File: config.mk
export PLATFORM = sky130hd
export DESIGN_NAME = rf_writeback_ctrl
export DESIGN_NICKNAME = d
export VERILOG_FILES = /design/src/rtl/cpu_pkg.sv /design/src/rtl/rr_arb2.sv /design/src/rtl/rf_writeback_ctrl.sv
export SDC_FILE = /design/constraint.sdc
export NUM_CORES = 1
export LEC_CHECK = 0
export BUFFER_PORTS_ARGS = -buffer_cell sky130_fd_sc_hd__buf_2
export CORE_MARGIN = 2
export CORE_UTILIZATION = 50
export CTS_CLUSTER_DIAMETER = 40
export DETAILED_ROUTE_END_ITERATION = 8
export PLACE_DENSITY = 0.86
export SKIP_CTS_REPAIR_TIMING = 1
export SLEW_MARGIN = 30
export SYNTH_ARGS = -nofsm -noshare
export SYNTH_HDL_FRONTEND = slang
export SYNTH_SLANG_ARGS = --single-unit
export TNS_END_PERCENT = 20
File: constraint.sdc
create_clock -name CLK -period 4.7 [get_ports CLK]
set_clock_uncertainty 0.05 [all_clocks]
set_input_delay 0.235 -clock CLK [delete_from_list [all_inputs] [get_ports CLK]]
set_output_delay 0.235 -clock CLK [all_outputs]
set_load 0.01 [all_outputs]
File: src/rtl/cpu_pkg.sv
// Shared widths and writeback-grant encodings for the register-file write path.
package cpu_pkg;

    localparam int DATA_W = 8;
    localparam int ADDR_W = 3;
    localparam int NREGS  = 2 ** ADDR_W;

    localparam logic GRANT_ALU = 1'b0;
    localparam logic GRANT_MEM = 1'b1;

endpackage

File: src/rtl/rr_arb2.sv
// Two-requester round-robin arbiter (req[0]=ALU, req[1]=MEM), one-hot grant, combinational.
// last_grant advances only on a transfer, so a stalled winner keeps its claim.
module rr_arb2
    import cpu_pkg::*;
(
    input  logic       clk,
    input  logic       rst_n,
    input  logic [1:0] req_i,
    input  logic       upd_i,
    output logic [1:0] gnt_o
);

    logic last_grant_q;
    logic last_grant_d;

    always_comb begin
        gnt_o = 2'b00;
        case (req_i)
            2'b01:   gnt_o = 2'b01;
            2'b10:   gnt_o = 2'b10;
            2'b11:   gnt_o = (last_grant_q == GRANT_MEM) ? 2'b01 : 2'b10;
            default: gnt_o = 2'b00;
        endcase
    end

    always_comb begin
        last_grant_d = last_grant_q;
        if (upd_i) begin
            last_grant_d = gnt_o[1] ? GRANT_MEM : GRANT_ALU;
        end
    end

    // Reset to MEM so the ALU wins the first tie.
    always_ff @(posedge clk or negedge rst_n) begin
        if (!rst_n) begin
            last_grant_q <= GRANT_MEM;
        end else begin
            last_grant_q <= last_grant_d;
        end
    end

endmodule

File: src/rtl/rf_writeback_ctrl.sv
// Arbitrates ALU and load-return writebacks onto the single reg_file write port.
// Tracks the one outstanding load destination and flags read hazards for the decode stage.
module rf_writeback_ctrl #(
    parameter int DATA_W = cpu_pkg::DATA_W,
    parameter int ADDR_W = cpu_pkg::ADDR_W,
    parameter int NREGS  = cpu_pkg::NREGS
) (
    input  logic              CLK,
    input  logic              RESET,
    input  logic              alu_valid,
    input  logic [ADDR_W-1:0] alu_addr,
    input  logic [DATA_W-1:0] alu_data,
    output logic              alu_ready,
    input  logic              ld_issue,
    input  logic [ADDR_W-1:0] ld_issue_addr,
    input  logic              mem_valid,
    input  logic [DATA_W-1:0] mem_data,
    output logic              mem_ready,
    output logic              ld_busy,
    input  logic [ADDR_W-1:0] rd1_addr,
    input  logic [ADDR_W-1:0] rd2_addr,
    output logic              hazard1,
    output logic              hazard2,
    output logic              rf_write,
    output logic [ADDR_W-1:0] rf_inaddress,
    output logic [DATA_W-1:0] rf_in
);

    if (NREGS != (1 << ADDR_W)) begin : g_bad_nregs
        $error("NREGS must equal 2**ADDR_W");
    end

    logic              ld_busy_q, ld_busy_d;
    logic [ADDR_W-1:0] ld_addr_q, ld_addr_d;
    logic              rf_write_q, rf_write_d;
    logic [ADDR_W-1:0] rf_inaddress_q, rf_inaddress_d;
    logic [DATA_W-1:0] rf_in_q, rf_in_d;

    logic       alu_elig;
    logic       mem_elig;
    logic [1:0] gnt;

    // An ALU write to the pending load's destination must wait so the load cannot overwrite it later.
    assign alu_elig = alu_valid && !(ld_busy_q && (alu_addr == ld_addr_q));
    assign mem_elig = mem_valid && ld_busy_q;

    rr_arb2 u_arb (
        .clk   (CLK),
        .rst_n (RESET),
        .req_i ({mem_elig, alu_elig}),
        .upd_i (|gnt),
        .gnt_o (gnt)
    );

    assign alu_ready = gnt[0];
    assign mem_ready = gnt[1];

    always_comb begin
        ld_busy_d      = ld_busy_q;
        ld_addr_d      = ld_addr_q;
        rf_write_d     = 1'b0;
        rf_inaddress_d = rf_inaddress_q;
        rf_in_d        = rf_in_q;

        if (mem_ready) begin
            ld_busy_d = 1'b0;
        end
        // A new issue is accepted when idle or when the current load retires this same edge.
        if (ld_issue && (!ld_busy_q || mem_ready)) begin
            ld_busy_d = 1'b1;
            ld_addr_d = ld_issue_addr;
        end

        if (alu_ready) begin
            rf_write_d     = 1'b1;
            rf_inaddress_d = alu_addr;
            rf_in_d        = alu_data;
        end else if (mem_ready) begin
            rf_write_d     = 1'b1;
            rf_inaddress_d = ld_addr_q;
            rf_in_d        = mem_data;
        end
    end

    always_ff @(posedge CLK or negedge RESET) begin
        if (!RESET) begin
            ld_busy_q      <= 1'b0;
            ld_addr_q      <= '0;
            rf_write_q     <= 1'b0;
            rf_inaddress_q <= '0;
            rf_in_q        <= '0;
        end else begin
            ld_busy_q      <= ld_busy_d;
            ld_addr_q      <= ld_addr_d;
            rf_write_q     <= rf_write_d;
            rf_inaddress_q <= rf_inaddress_d;
            rf_in_q        <= rf_in_d;
        end
    end

    assign ld_busy      = ld_busy_q;
    assign rf_write     = rf_write_q;
    assign rf_inaddress = rf_inaddress_q;
    assign rf_in        = rf_in_q;

    assign hazard1 = (ld_busy_q && (rd1_addr == ld_addr_q)) || (rf_write_q && (rd1_addr == rf_inaddress_q));
    assign hazard2 = (ld_busy_q && (rd2_addr == ld_addr_q)) || (rf_write_q && (rd2_addr == rf_inaddress_q));

endmodule

; ---- Yosys cells after proc, flatten, opt, wreduce, memory -nomap -nowiden
; Index checks and enable logic that the tools add are counted.
[word_totals]
reg_bits = 17
input_bits = 33
out_inout_bits = 17
elab_cells = 40
[op_classes]
eq_ne = 8
muxes = 10
reduce_logical = 16
[ops]
columns = cell, count
row1 = two-way mux 8 bit, 2
row2 = equality test 3 bit, 5
row3 = logical AND 1 bit, 8
row4 = two-way mux 3 bit, 2
row5 = one-hot mux 2 bit (3 select lines), 1
row6 = equality test 2 bit (second input constant), 2
row7 = two-way mux 1 bit, 4
row8 = nonzero test 2 bit, 2
row9 = logical OR 1 bit, 3
row10 = equality test 2 x 1 -> 1 bit (second input constant), 1
row11 = logical NOT 1 bit, 2
row12 = two-way mux 2 bit, 1
row13 = OR reduction 2 bit, 1

; ---- Longest topological paths before layout
; Gate-level depths: netlist of the first run.
[logic_depth]
ltp_word = 9
depth_mapped = 6
depth_no_buf = 4

; ---- Cells and area by module
; A second synthesis of the first run with hierarchy kept.
[unflattened]
hier_cells = 89
area_unflattened_um2 = 962.2
[by_module_without_submodules]
columns = module, n_inst, cells_each, area_each_um2, seq_area_each_um2
row1 = rf_writeback_ctrl, 1, 84, 898.4, 400.4
row2 = rr_arb2, 1, 5, 63.8, 26.3

; ---- Worst setup path after synthesis of the first run
; No wires, ideal clock.
[synth_timing]
path_type = reg2reg
startpoint = register ld_addr_q[0]
endpoint = register ld_addr_q[0]
setup_time_ns = 0.125
arrival_ns = 1.565
required_time_ns = 4.525
setup_slack_ns = 2.961
stages_incl_launch_ff = 6
path_buffers = 1
period_less_slack_ns = 1.739
path_cell_list = dfrtp_1 buf_4 xor2_1 nor2_1 a221oi_2 mux2_2
[synth_via]
elab_chain_cells = 8
word_cells_on_any_way = 10
cone_classes = eq/ne (4) / mux (1) / reduce/logical (5)
[synth_lines]
columns = item, line
row1 = start: declaration, rf_writeback_ctrl.sv:34  ; logic [ADDR_W-1:0] ld_addr_q, ld_addr_d;
row2 = start signal: assignment, rf_writeback_ctrl.sv:94  ; ld_addr_q <= ld_addr_d;
row3 = equality test 3 bit (*), rf_writeback_ctrl.sv:44  ; assign alu_elig = alu_valid && !(ld_busy_q && (alu_addr == ld_addr_q));
row4 = logical AND 1 bit (*), rf_writeback_ctrl.sv:44
row5 = logical NOT 1 bit (*), rf_writeback_ctrl.sv:44
row6 = logical AND 1 bit (*), rf_writeback_ctrl.sv:44
row7 = equality test 2 bit / equality test 2 x 1 -> 1 bit (equally long branches), rr_arb2.sv:18  ; case (req_i)
row8 = one-hot mux 2 bit (3 select lines) (*), rr_arb2.sv:18
row9 = logical OR 1 bit (*), rf_writeback_ctrl.sv:69  ; if (ld_issue && (!ld_busy_q || mem_ready)) begin
row10 = logical AND 1 bit (*), rf_writeback_ctrl.sv:69
; Mark *: on every way between the ends. The rest lies on a longest branch, timed or not.
; A chain may end at the register's enable or synchronous reset.

; ---- Worst setup path after layout of the first run
[layout_timing]
startpoint = register ld_addr_q[1]
endpoint = output port mem_ready
[layout_via]
elab_chain_cells = 6
word_cells_on_any_way = 8
cone_classes = eq/ne (4) / mux (1) / reduce/logical (3)
[layout_lines]
columns = item, line
row1 = equality test 3 bit (*), rf_writeback_ctrl.sv:44
row2 = logical AND 1 bit (*), rf_writeback_ctrl.sv:44
row3 = logical NOT 1 bit (*), rf_writeback_ctrl.sv:44
row4 = logical AND 1 bit (*), rf_writeback_ctrl.sv:44
row5 = equality test 2 bit / equality test 2 x 1 -> 1 bit (equally long branches), rr_arb2.sv:18
row6 = one-hot mux 2 bit (3 select lines) (*), rr_arb2.sv:18
row7 = end: declaration, rf_writeback_ctrl.sv:18  ; output logic mem_ready,
; Marked as above.

==> reports/results.env, run 1 <==
RUN_STATUS='complete, no violations'
DRCVIOLATIONCOUNT=0
NUMPLACEDINSTANCES=198
LAYOUT.CELLS.MOST_COMMON_LIST='sky130_fd_sc_hd__buf_2, sky130_fd_sc_hd__nor2_1, sky130_fd_sc_hd__dfrtp_1, sky130_fd_sc_hd__inv_1, sky130_fd_sc_hd__a2111oi_2'
NUM_VIAS=1132
MIN-DELAY-PATH-CLASS='primary input to flip-flop'
SYN_AVG_CELL_AREA_UM2=9.43
YOSYS_REGISTER_BITS=17
YOSYS.CELL_TYPES.COUNT=30
FINAL_DESIGN_AREA_NO_FILL_UM2=1470
CP.REQUIRED_NS=4.41
HOLD_PATH_END='ld_addr_q[2]'
POST_ROUTE_CELLS_DRIVE_ABOVE_1_SHARE_PCT=40.6
CTS.REPORTEDPATHS.CLKPINSLEW_NS=0.09
DIE_AREA_UM2=2800
GRT_FIRST_PASS_WIRELENGTH_UM=4830
IRDROPWORSTVDD_mV=0.262
INITIALDRTVIOLATIONCOUNT=17
AREAGROWTHSYNTHTOFINISH_PCT=23.1
SYNTHESIS.AREA_UM2=1200
YS_WARN_COUNT=0
TIMING.SLEW.HEADROOM_PCT=37.8
FINALSETUPTNS_NS=0
TRITONCTS_CLOCK_TREE='built'
YOSYSTOPAREACELLSHARE_PCT=33.4
HTREE_LEVELS=1
DIE_OUTLINE_WIDTH_UM=52.9
FIRST_PASS_ITERS=4
POST_LAYOUT_NONFILLER_INSTANCES=203
SYNTH_TOP_AREA_CELLS='sky130_fd_sc_hd__dfrtp_1, sky130_fd_sc_hd__a2111oi_2, sky130_fd_sc_hd__nor2_1'
R2R-END='rf_inaddress[0]'
FMAXACHIEVABLE_MHz=386
GRT_PASS1_VIAS=1093
DIODES=0
INSERTED_CLOCK_BUFFERS=3
GROUTE.USAGE.OVERALL_PCT=24.2
WORSTREG2REGSTART='ld_addr_q[1]'
MOSTFREQUENTLAYOUTCELL='sky130_fd_sc_hd__buf_2'
TIMING.CRITICAL_PATH.ARRIVAL_NS=2.31
YOSYSTOPAREACELL='sky130_fd_sc_hd__dfrtp_1'
ANTENNA_VIOLATIONS_BEFORE_REPAIR=0
POWER-PER-CELL-AREA_nW_PER_UM2=394
FINAL_MIN_PERIOD_OVER_CLOCK_PERIOD_PCT=55.1
START_KIND='flip-flop'
MAX_CAP_VIOLS=0
SYNTHESIS.NETS=160
DP.FINAL_HPWL_UM=2320
CTS_ROOT_BUFFER='sky130_fd_sc_hd__clkbuf_4'
STATIC-LEAKAGE-POWER_nW=0.698
TIMING_WORST_SLEW_PIN_VALUE_NS=0.931
DRT-TOTAL-WL_UM=2990
PLACEMENT.CELL_AREA_UM2=1440
FILL_CELLS=181
FINALCRITICALPERIOD_NS=2.59
GRT_SETUP_UNREPAIRED='no'
GRT_START_MAX_NET_PINS=18
CRITICAL_PATH.ENDPOINT_TYPE='output pin'
PORT_BUFFERS=49
CRITPATHMAXFANOUT=12
PLACE_CONGESTION=0.884
SYNTH_SEQUENTIAL_AREA_RATIO_PCT=35.6
WL_PER_CELL_UM=14.7
FINAL_MAX_SLEW_VIOL_COUNT=0
WORST_HOLD_STARTPOINT='ld_issue_addr[2]'
CTSLONGESTPATHBUFFERS=2
SYN-INSTANCE-COUNT=127
ROW_COUNT=17
FINAL-SETUP-VIOL-COUNT=0
CLOCK_INSERTION_DELAY_WORST_SKEW_NS=0.29
CLOCK_SINK_COUNT=17
FLOORPLAN.IO_PINS=50
R2R_CELLS=4
DIE_HEIGHT_UM=52.9
TIMING.FINAL.HOLD_VIOLATIONS=0
WORST_CASE_REGISTER_TO_REGISTER_SETUP_SLACK_NS=2.57
WORST_SETUP_PATH_TYPE='flip-flop to output pin'
CORE_AREA_UM2=2230
MIN_PATH_CELLS=2
FLOORPLAN.INITIALDENSITY_PCT=53.6
ANT_NETS=0
DESIGN.FINAL.NETS=209
AVGVIACOUNTPERCELL=5.58
GR-TOTAL-OVERFLOW=0
==> worst max-delay path: stages, from the launching register on <==
cell                      delay [ns]
sky130_fd_sc_hd__dfrtp_1        0.49
sky130_fd_sc_hd__xnor2_1        0.30
sky130_fd_sc_hd__nand3_1        0.16
sky130_fd_sc_hd__a31oi_2        0.80
sky130_fd_sc_hd__buf_2          0.27
==> cell usage after synthesis <==
master / number
sky130_fd_sc_hd__o311ai_4: 1
sky130_fd_sc_hd__nand4_1: 2
sky130_fd_sc_hd__a211oi_1: 1
sky130_fd_sc_hd__mux2_2: 2
sky130_fd_sc_hd__nor2b_1: 2
sky130_fd_sc_hd__nor2_1: 34
sky130_fd_sc_hd__a221oi_2: 1
sky130_fd_sc_hd__nand2b_1: 1
sky130_fd_sc_hd__buf_6: 1
sky130_fd_sc_hd__buf_4: 4
sky130_fd_sc_hd__nand2_1: 4
sky130_fd_sc_hd__xnor2_1: 9
sky130_fd_sc_hd__nand3_1: 2
sky130_fd_sc_hd__dfrtp_1: 16
sky130_fd_sc_hd__nor3_1: 1
sky130_fd_sc_hd__o21ai_0: 2
sky130_fd_sc_hd__xor2_2: 1
sky130_fd_sc_hd__a41oi_2: 1
sky130_fd_sc_hd__mux2i_1: 1
sky130_fd_sc_hd__mux2_1: 1
sky130_fd_sc_hd__a31o_2: 1
sky130_fd_sc_hd__a21oi_1: 2
sky130_fd_sc_hd__a31oi_1: 2
sky130_fd_sc_hd__o41ai_1: 2
sky130_fd_sc_hd__dfstp_2: 1
sky130_fd_sc_hd__buf_2: 1
sky130_fd_sc_hd__a21boi_0: 1
sky130_fd_sc_hd__xor2_1: 8
sky130_fd_sc_hd__a2111oi_2: 10
sky130_fd_sc_hd__inv_1: 12
==> worst max path at each step <==
stage,start,to,slack (ns),cells past startpoint
global placement,ld_addr_q[1],mem_ready,2.53,4
finish,ld_addr_q[1],mem_ready,2.11,4
detailed placement,ld_addr_q[1],mem_ready,2.43,4
CTS,ld_addr_q[1],mem_ready,2.10,4
global route,ld_addr_q[1],mem_ready,1.98,4
floorplan,ld_addr_q[0],ld_addr_q[0],2.96,5
==> sequential cells by signal, summed over array words and instances (netlist names) <==
register	count
rf_write	1
u_arb.last_grant_q	1
rf_inaddress	3
ld_addr_q	3
rf_in	8
ld_busy	1
==> stage by stage <==
step / hold slack [ns] / utilization [%] / power, W / setup slack, ns
floorplan: -0.111 / - / 0.000424 / 2.96
global placement: 0.119 / 64.4 / 0.000490 / 2.53
detailed placement: 0.125 / 64.4 / 0.000506 / 2.43
CTS: -0.190 / 65.5 / 0.000583 / 2.10
global route: 0.121 / 66.0 / 0.000620 / 1.98
finish: 0.119 / 66.0 / 0.000581 / 2.11
==> cell type report <==
type / instances / area (um^2) / share of cell area, %
inverter: 12 / 45.0 / 3.06
timing repair buffer: 50 / 255 / 17.3
tap: 28 / 35.0 / 2.38
multi-input combinational: 92 / 686 / 46.5
sequential: 17 / 427 / 28.9
clock buffer: 4 / 26.3 / 1.78
==> power by group <==
part	total [W]	internal, W	switching, W	leakage (nW)
sequential	0.000236	0.000187	0.0000497	0.191
clock	0.0000771	0.0000330	0.0000441	0.0150
combinational	0.000267	0.000123	0.000144	0.492
==> routing by layer <==
metal  vias to the layer above  part of all wire (%)  routed length (um)  GRT usage [%]
met2                        58                    51                1520           43.1
met4                         0                   1.3                  38           10.3
met5                         -                     0                   0              0
li1                        530                     -                   -              -
met3                         5                   6.1                 182           3.67
met1                       539                    42                1240           28.6
==> cells by family (layout without fill, tap and decap cells) <==
kind of cell | after synthesis | count (layout) | synth area share [%]
buf+inv | 18 | 66 | 7.63
flops | 17 | 17 | 35.6
xor+xnor | 18 | 18 | 13.8
simple gates | 46 | 46 | 15.8
mux | 4 | 4 | 3.66
compound gates | 24 | 24 | 23.5
Power figures use the tool's default switching activity.
==> inputs of run 2 (changes only) <==
- CORE_UTILIZATION: 50 -> 47
- PLACE_DENSITY: 0.86 -> 0.82
- clock period: 4.7 -> 2.6 ns (I/O delays scaled with it)
==> run 2 against run 1 <==
Register-to-register slack got worse by 1.9 ns. Critical path depth rose by 1. Critical path type unchanged. Cell area rose by 1.4%. Via count fell by 1.1%. Highest routed layer unchanged.
==> reports/results.env, run 2 (synthesis gave the netlist of run 1 again) <==
POWER-PER-CELL-AREA_nW_PER_UM2=706  # +79%
GRT_START_MAX_NET_PINS=18  # unchanged
TIMING.CRITICAL_PATH.MAX_DELAY_FAMILY='flip-flops'
POWER_FRAC_CLOCK_PCT=13.9  # +0.6 points
MET2_USAGE_PCT=40.0  # -3.2 points
CRITPATHSLOWESTCELL='sky130_fd_sc_hd__dfrtp_1'
FINAL-SETUP-VIOL-COUNT=0  # unchanged
DRT-TOTAL-WL_UM=2990  # +0.20%
FLOORPLAN.INITIALDENSITY_PCT=48.8  # -4.8 points
HOLD-WORST-SLACK_NS=0.0180  # -0.101 ns
SWITCHING_SHARE_PCT=40.9  # about the same
DIODES=0  # unchanged
CRITPATHMAXFANOUT=12  # unchanged
R2R-END='rf_in[5]'
PLACE_CONGESTION=0.865  # -2.1%
FIN_TOTAL_PWR_W=0.00106  # +82%
SEQ_POWER_SHARE_PCT=40.6  # about the same
ROW_COUNT=18  # +1
FINALCRITICALPERIOD_NS=2.04
LARGEST_REGISTER_FFS=8  # unchanged
GRT_SETUP_UNREPAIRED='no'
CRITICAL_PATH.ENDPOINT_TYPE='output pin'
WORST_HOLD_STARTPOINT='mem_data[7]'
MIN_PATH_CELLS=3  # +1
WL_PER_CELL_UM=14.4  # -1.7%
ANTENNA_VIOLATIONS_BEFORE_REPAIR=0  # unchanged
FIRST_PASS_ITERS=4  # unchanged
GRT.BUSIEST_LAYER='met2'
HTREE_LEVELS=1  # unchanged
TIMING.CRITICAL_PATH.ARRIVAL_NS=1.86  # -0.45 ns
MAX_CAP_VIOLS=0  # unchanged
FINAL_MIN_PERIOD_OVER_CLOCK_PERIOD_PCT=78.6
STATIC-LEAKAGE-POWER_nW=0.707  # +1.3%
IRDROPWORSTVDD_mV=0.358  # +37%
CORE_AREA_UM2=2450  # +9.9%
WORSTREG2REGSTART='ld_addr_q[1]'
ANT_NETS=0  # unchanged
RUN_STATUS='complete, no violations'
GR-TOTAL-OVERFLOW=0  # unchanged
TRITONCTS_CLOCK_TREE='built'
FINAL_MAX_SLEW_VIOL_COUNT=0  # unchanged
INSERTED_CLOCK_BUFFERS=3  # unchanged
FINAL_DESIGN_AREA_NO_FILL_UM2=1490  # +1.4%
DRCVIOLATIONCOUNT=0  # unchanged
HOLD_PATH_END='rf_in[7]'
MIN-DELAY-PATH-CLASS='primary input to flip-flop'
CTS_ROOT_BUFFER='sky130_fd_sc_hd__clkbuf_4'
WORST_SETUP_PATH_TYPE='flip-flop to output pin'
PORT_BUFFERS=49  # unchanged
DESIGN.FINAL.NETS=211  # +0.96%
MOSTFREQUENTLAYOUTCELL='sky130_fd_sc_hd__buf_2'
FINALSETUPTNS_NS=0  # unchanged
LAYOUT.CELLS.MOST_COMMON_LIST='sky130_fd_sc_hd__buf_2, sky130_fd_sc_hd__nor2_1, sky130_fd_sc_hd__dfrtp_1, sky130_fd_sc_hd__inv_1, sky130_fd_sc_hd__a2111oi_2'
DIE_OUTLINE_WIDTH_UM=54.5  # +2.9%
TIMING.FINAL.HOLD_VIOLATIONS=0  # unchanged
MET1_USAGE_PCT=28.9  # +0.29 points
FLOORPLAN.IO_PINS=50  # unchanged
START_KIND='flip-flop'
GRT_FIRST_PASS_WIRELENGTH_UM=4800  # -0.72%
GROUTE.USAGE.OVERALL_PCT=23.1  # -1.1 points
CTSLONGESTPATHBUFFERS=2  # unchanged
POST_ROUTE_CELLS_DRIVE_ABOVE_1_SHARE_PCT=40.7  # +0.11 points
CLOCK_INSERTION_DELAY_WORST_SKEW_NS=0.30  # about the same
TIMING_WORST_SLEW_PIN_VALUE_NS=0.618  # -0.313 ns
PRE_CTS_WS_NS=0.651  # -1.78 ns
MET3_USAGE_PCT=2.46  # -1.2 points
PLACEMENT.CELL_AREA_UM2=1450  # +0.70%
TIMING.CRITICAL_PATH.CELLS='xnor2_1, nand3_1, a31oi_2, buf_4, buf_2'
INITIALDRTVIOLATIONCOUNT=14  # -3
CTS.REPORTEDPATHS.CLKPINSLEW_NS=0.11  # +0.02 ns
R2R_CELLS=4  # unchanged
TIMING.SLEW.HEADROOM_PCT=58.8  # +21 points
DIE_AREA_UM2=2970  # +5.9%
CLOCK_SINK_COUNT=17  # unchanged
FINAL_CRITICAL_PATH_SETUP_SLACK_NS=0.557  # -1.55 ns
FILL_CELLS=219  # +21%
COMBPWRFRAC_PCT=45.5  # -0.5 points
DIE_HEIGHT_UM=54.5  # +2.9%
CP_SLOWEST_STAGE_DELAY_NS=0.50  # -0.30 ns
CRIT_BUF_INV=2  # +1
NUM_VIAS=1119  # -1.1%
WORST_CASE_REGISTER_TO_REGISTER_SETUP_SLACK_NS=0.68  # -1.89 ns
NET_SWITCHING_POWER_FIGURE_W=0.000432  # +82%
POWER.INTERNAL_W=0.000623  # +82%
GRT_PASS1_VIAS=1101  # +0.73%
AVGVIACOUNTPERCELL=5.41  # -3.1%
AREAGROWTHSYNTHTOFINISH_PCT=24.8
CP.REQUIRED_NS=2.42  # -1.99 ns
DP.FINAL_HPWL_UM=2310  # -0.74%
FMAXACHIEVABLE_MHz=489
run 2: how the worst max path moves through the flow:
stage          cells after the start  slack, ns    startpoint      endpoint
3_5_place_dp                       4       0.65  ld_addr_q[1]      rf_in[5]
4_1_cts                            5       0.55  ld_addr_q[1]     mem_ready
5_1_grt                            5       0.41  ld_addr_q[1]     mem_ready
6_report                           5       0.56  ld_addr_q[1]     mem_ready
3_3_place_gp                       4       0.77  ld_addr_q[1]      rf_in[4]
2_1_floorplan                      5       0.86  ld_addr_q[0]  ld_addr_q[0]
run 2: power by group through the flow:
stage / Sequential (W) / Combinational [W] / Clock, W
floorplan: 0.000417 / 0.000349 / 0
global placement: 0.000426 / 0.000463 / 0
detailed placement: 0.000431 / 0.000482 / 0
CTS: 0.000427 / 0.000483 / 0.000148
global route: 0.000437 / 0.000532 / 0.000161
finish: 0.000428 / 0.000480 / 0.000147
run 2: cell type report:
type                    count  area [um^2]  area share, %
flip-flops and latches     17          427           28.6
repair buffers             52          273           18.3
well taps                  30         37.5           2.51
clock buffers               4         26.3           1.76
inverters                  12         45.0           3.02
multi-input cells          92          686           45.9
run 2: stage by stage:
step | cells | utilization [%]
after floorplan | 127 | -
after global placement | 201 | 59.0
after detailed placement | 201 | 59.0
after CTS | 205 | 60.0
after global routing | 207 | 60.9
final | 207 | 60.9
run 2: worst register-to-register path, cell delays in order, from the launching register on:
cell	delay, ns
sky130_fd_sc_hd__dfrtp_1	0.50
sky130_fd_sc_hd__xor2_2	0.25
sky130_fd_sc_hd__o311ai_4	0.55
sky130_fd_sc_hd__nor2_1	0.11
sky130_fd_sc_hd__a2111oi_2	0.36
run 2: routing by layer:
metal	part of all wire (%)	wire, um
met2	49	1460
met1	45	1340
met3	5.1	154
met5	0	0
met4	1.2	37
==> inputs of run 3 (changes only) <==
- clock period: 2.6 -> 2.03 ns (I/O delays scaled with it)
==> run 3 against run 2 <==
The flow now finishes with violations (hold timing). Register-to-register slack worse by 0.51 ns. Global-route usage down 0.51 points. First-iteration DRC count up 64%. Die area unchanged. Sequential power up 25%. Worst hold slack worse by 0.025 ns. Sequential cell count unchanged. Power up 34%. Largest cell class unchanged. Largest power group unchanged. Highest routed layer unchanged.
==> reports/results.env, run 3 (synthesis gave the netlist of run 1 again) <==
FILL_CELLS=217  # -0.91%
DIE_HEIGHT_UM=54.5  # unchanged
TIMING_WORST_SLEW_PIN_VALUE_NS=0.535  # -0.0830 ns
CRITPATHMAXFANOUT=12  # unchanged
FINISH.UTILIZATION_PCT=64.0  # +3.1 points
WORSTREG2REGSTART='ld_addr_q[1]'
TIMING.CRITICAL_PATH.ARRIVAL_NS=1.81  # -0.05 ns
MULTI_INPUT_COMB_AREA_UM2=724  # +5.7%
CTS.REPORTEDPATHS.CLKPINSLEW_NS=0.11  # about the same
INITIALDRTVIOLATIONCOUNT=23  # +9
DIE_AREA_UM2=2970  # unchanged
CRIT_BUF_INV=3  # +1
CRITICAL_PATH.ENDPOINT_TYPE='output pin'
WORST_CASE_REGISTER_TO_REGISTER_SETUP_SLACK_NS=0.17  # -0.51 ns
CP_SLOWEST_STAGE_DELAY_NS=0.43  # -0.07 ns
WL_PER_CELL_UM=13.9  # -3.6%
CORE_AREA_UM2=2450  # unchanged
INSERTED_CLOCK_BUFFERS=3  # unchanged
TIMING.CRITICAL_PATH.CELLS='buf_4, xnor2_2, nand3_2, a31oi_2, buf_6, buf_2'
DESIGN.FINAL.NETS=215  # +1.9%
DRT-TOTAL-WL_UM=2940  # -1.7%
MIN-DELAY-PATH-CLASS='primary input to flip-flop'
POST_LAYOUT_NONFILLER_INSTANCES=211  # +1.9%
FMAXACHIEVABLE_MHz=511
FINALCRITICALPERIOD_NS=1.96
DRCVIOLATIONCOUNT=0  # unchanged
STATIC-LEAKAGE-POWER_nW=0.749  # +5.9%
GROUTE.USAGE.OVERALL_PCT=22.6  # -0.51 points
MOSTFREQUENTLAYOUTCELL='sky130_fd_sc_hd__buf_2'
HOLD_PATH_END='rf_in[2]'
FLOORPLAN.INITIALDENSITY_PCT=48.8  # unchanged
CRITPATHSLOWESTCELL='sky130_fd_sc_hd__dfrtp_1'
FIRST_PASS_ITERS=4  # unchanged
FIN_TOTAL_PWR_W=0.00141  # +34%
TRITONCTS_CLOCK_TREE='built'
WORST_HOLD_STARTPOINT='mem_data[2]'
GR-TOTAL-OVERFLOW=0  # unchanged
AREAGROWTHSYNTHTOFINISH_PCT=31.1
FLOORPLAN.IO_PINS=50  # unchanged
POST_ROUTE_CELLS_DRIVE_ABOVE_1_SHARE_PCT=44.2  # +3.5 points
MIN_PATH_CELLS=3  # unchanged
VIOLATIONS_IN_THE_FINAL_REPORTS='hold timing'
SEQUENTIAL_AREA_UM2=427  # unchanged
PORT_BUFFERS=49  # unchanged
FINAL-SETUP-VIOL-COUNT=0  # unchanged
ROW_COUNT=18  # unchanged
LARGEST_REGISTER_FFS=8  # unchanged
CTS_ROOT_BUFFER='sky130_fd_sc_hd__clkbuf_4'
FINAL_MIN_PERIOD_OVER_CLOCK_PERIOD_PCT=96.4
RUN_STATUS='complete, but fails checks'
R2R_CELLS=4  # unchanged
TIMING.SLEW.HEADROOM_PCT=64.3  # +5.5 points
HOLD-WORST-SLACK_NS=-0.00702  # -0.0250 ns
START_KIND='flip-flop'
TIMING.FINAL.HOLD_VIOLATIONS=3  # +3
GRT_PASS1_VIAS=1088  # -1.2%
GRT_FIRST_PASS_WIRELENGTH_UM=4860  # +1.4%
POWER-PER-CELL-AREA_nW_PER_UM2=899  # +27%
NUMPLACEDINSTANCES=204  # +1.5%
HTREE_LEVELS=1  # unchanged
ANTENNA_VIOLATIONS_BEFORE_REPAIR=0  # unchanged
GRT_SETUP_UNREPAIRED='no'
ANT_NETS=0  # unchanged
DIE_OUTLINE_WIDTH_UM=54.5  # unchanged
AVGVIACOUNTPERCELL=5.34  # -1.2%
CLOCK_INSERTION_DELAY_WORST_SKEW_NS=0.29  # about the same
WORST_SETUP_PATH_TYPE='flip-flop to output pin'
DP.FINAL_HPWL_UM=2320  # +0.74%
MAX_CAP_VIOLS=0  # unchanged
FINAL_MAX_SLEW_VIOL_COUNT=0  # unchanged
DIODES=0  # unchanged
CP.REQUIRED_NS=1.88  # -0.54 ns
NUM_VIAS=1127  # +0.71%
IRDROPWORSTVDD_mV=0.496  # +38%
LAYOUT.CELLS.MOST_COMMON_LIST='sky130_fd_sc_hd__buf_2, sky130_fd_sc_hd__nor2_1, sky130_fd_sc_hd__dfrtp_1, sky130_fd_sc_hd__inv_1, sky130_fd_sc_hd__a2111oi_2'
GRT_START_MAX_NET_PINS=18  # unchanged
CTSLONGESTPATHBUFFERS=2  # unchanged
PLACE_CONGESTION=0.842  # -2.7%
CLOCK_SINK_COUNT=17  # unchanged
TIMING.CRITICAL_PATH.MAX_DELAY_FAMILY='buffers and inverters'
R2R-END='rf_in[0]'
[run 3: changes by cell type in the layout (fill, tap and decap cells not counted), sizes merged]
cell | previous run | this run
dlygate4sd3 | 2 | 3
clkbuf | 4 | 3
buf | 50 | 53
clkinv | 0 | 1
[run 3: layer usage]
layer | vias up | GRT usage [%] | wire, um
met5 | - | 0 | 0
li1 | 545 | - | -
met1 | 536 | 28.5 | 1250
met2 | 44 | 40.4 | 1500
met4 | 0 | 6.25 | 21
met3 | 2 | 2.73 | 163
[run 3: worst register-to-register path: cells and delay by family (launching register included)]
kind            cells  cell delay [ns]
xor+xnor            1             0.25
simple gates        1             0.10
flops               1             0.52
compound gates      2             0.84
[run 3: cell type report]
cell class	count	area share (%)
multi-input combinational	92	46.1
timing repair buffer	56	19.7
inverter	12	2.87
sequential	17	27.2
tap	30	2.39
clock inverter	1	0.319
clock buffer	3	1.43
[run 3: metrics by stage]
step	worst slack (ns)	TNS, ns	hold WS [ns]	area (um^2)
4_1_cts	-0.0859	-0.0859	-0.332	1500
3_3_place_gp	0.233	0	-0.0150	1470
3_5_place_dp	0.134	0	-0.00597	1470
5_1_grt	0.0120	0	0.00703	1570
2_1_floorplan	0.291	0	-0.244	1200
6_report	0.0723	0	-0.00702	1570
[run 3: where the power goes]
group	switching, W	internal (W)	total (W)
clock network	0.000110	0.0000732	0.000183
registers	0.000103	0.000432	0.000535
logic	0.000361	0.000334	0.000695
[run 3: worst max-delay path by stage]
stage               slack [ns]    startpoint  cells after the start      endpoint
detailed placement        0.13  ld_addr_q[1]                      4      rf_in[0]
global placement          0.23  ld_addr_q[1]                      4      rf_in[2]
finish                    0.07  ld_addr_q[2]                      6     mem_ready
CTS                      -0.09  ld_addr_q[0]                      6     mem_ready
floorplan                 0.29  ld_addr_q[0]                      5  ld_addr_q[0]
global route              0.01  ld_addr_q[1]                      4      rf_in[7]
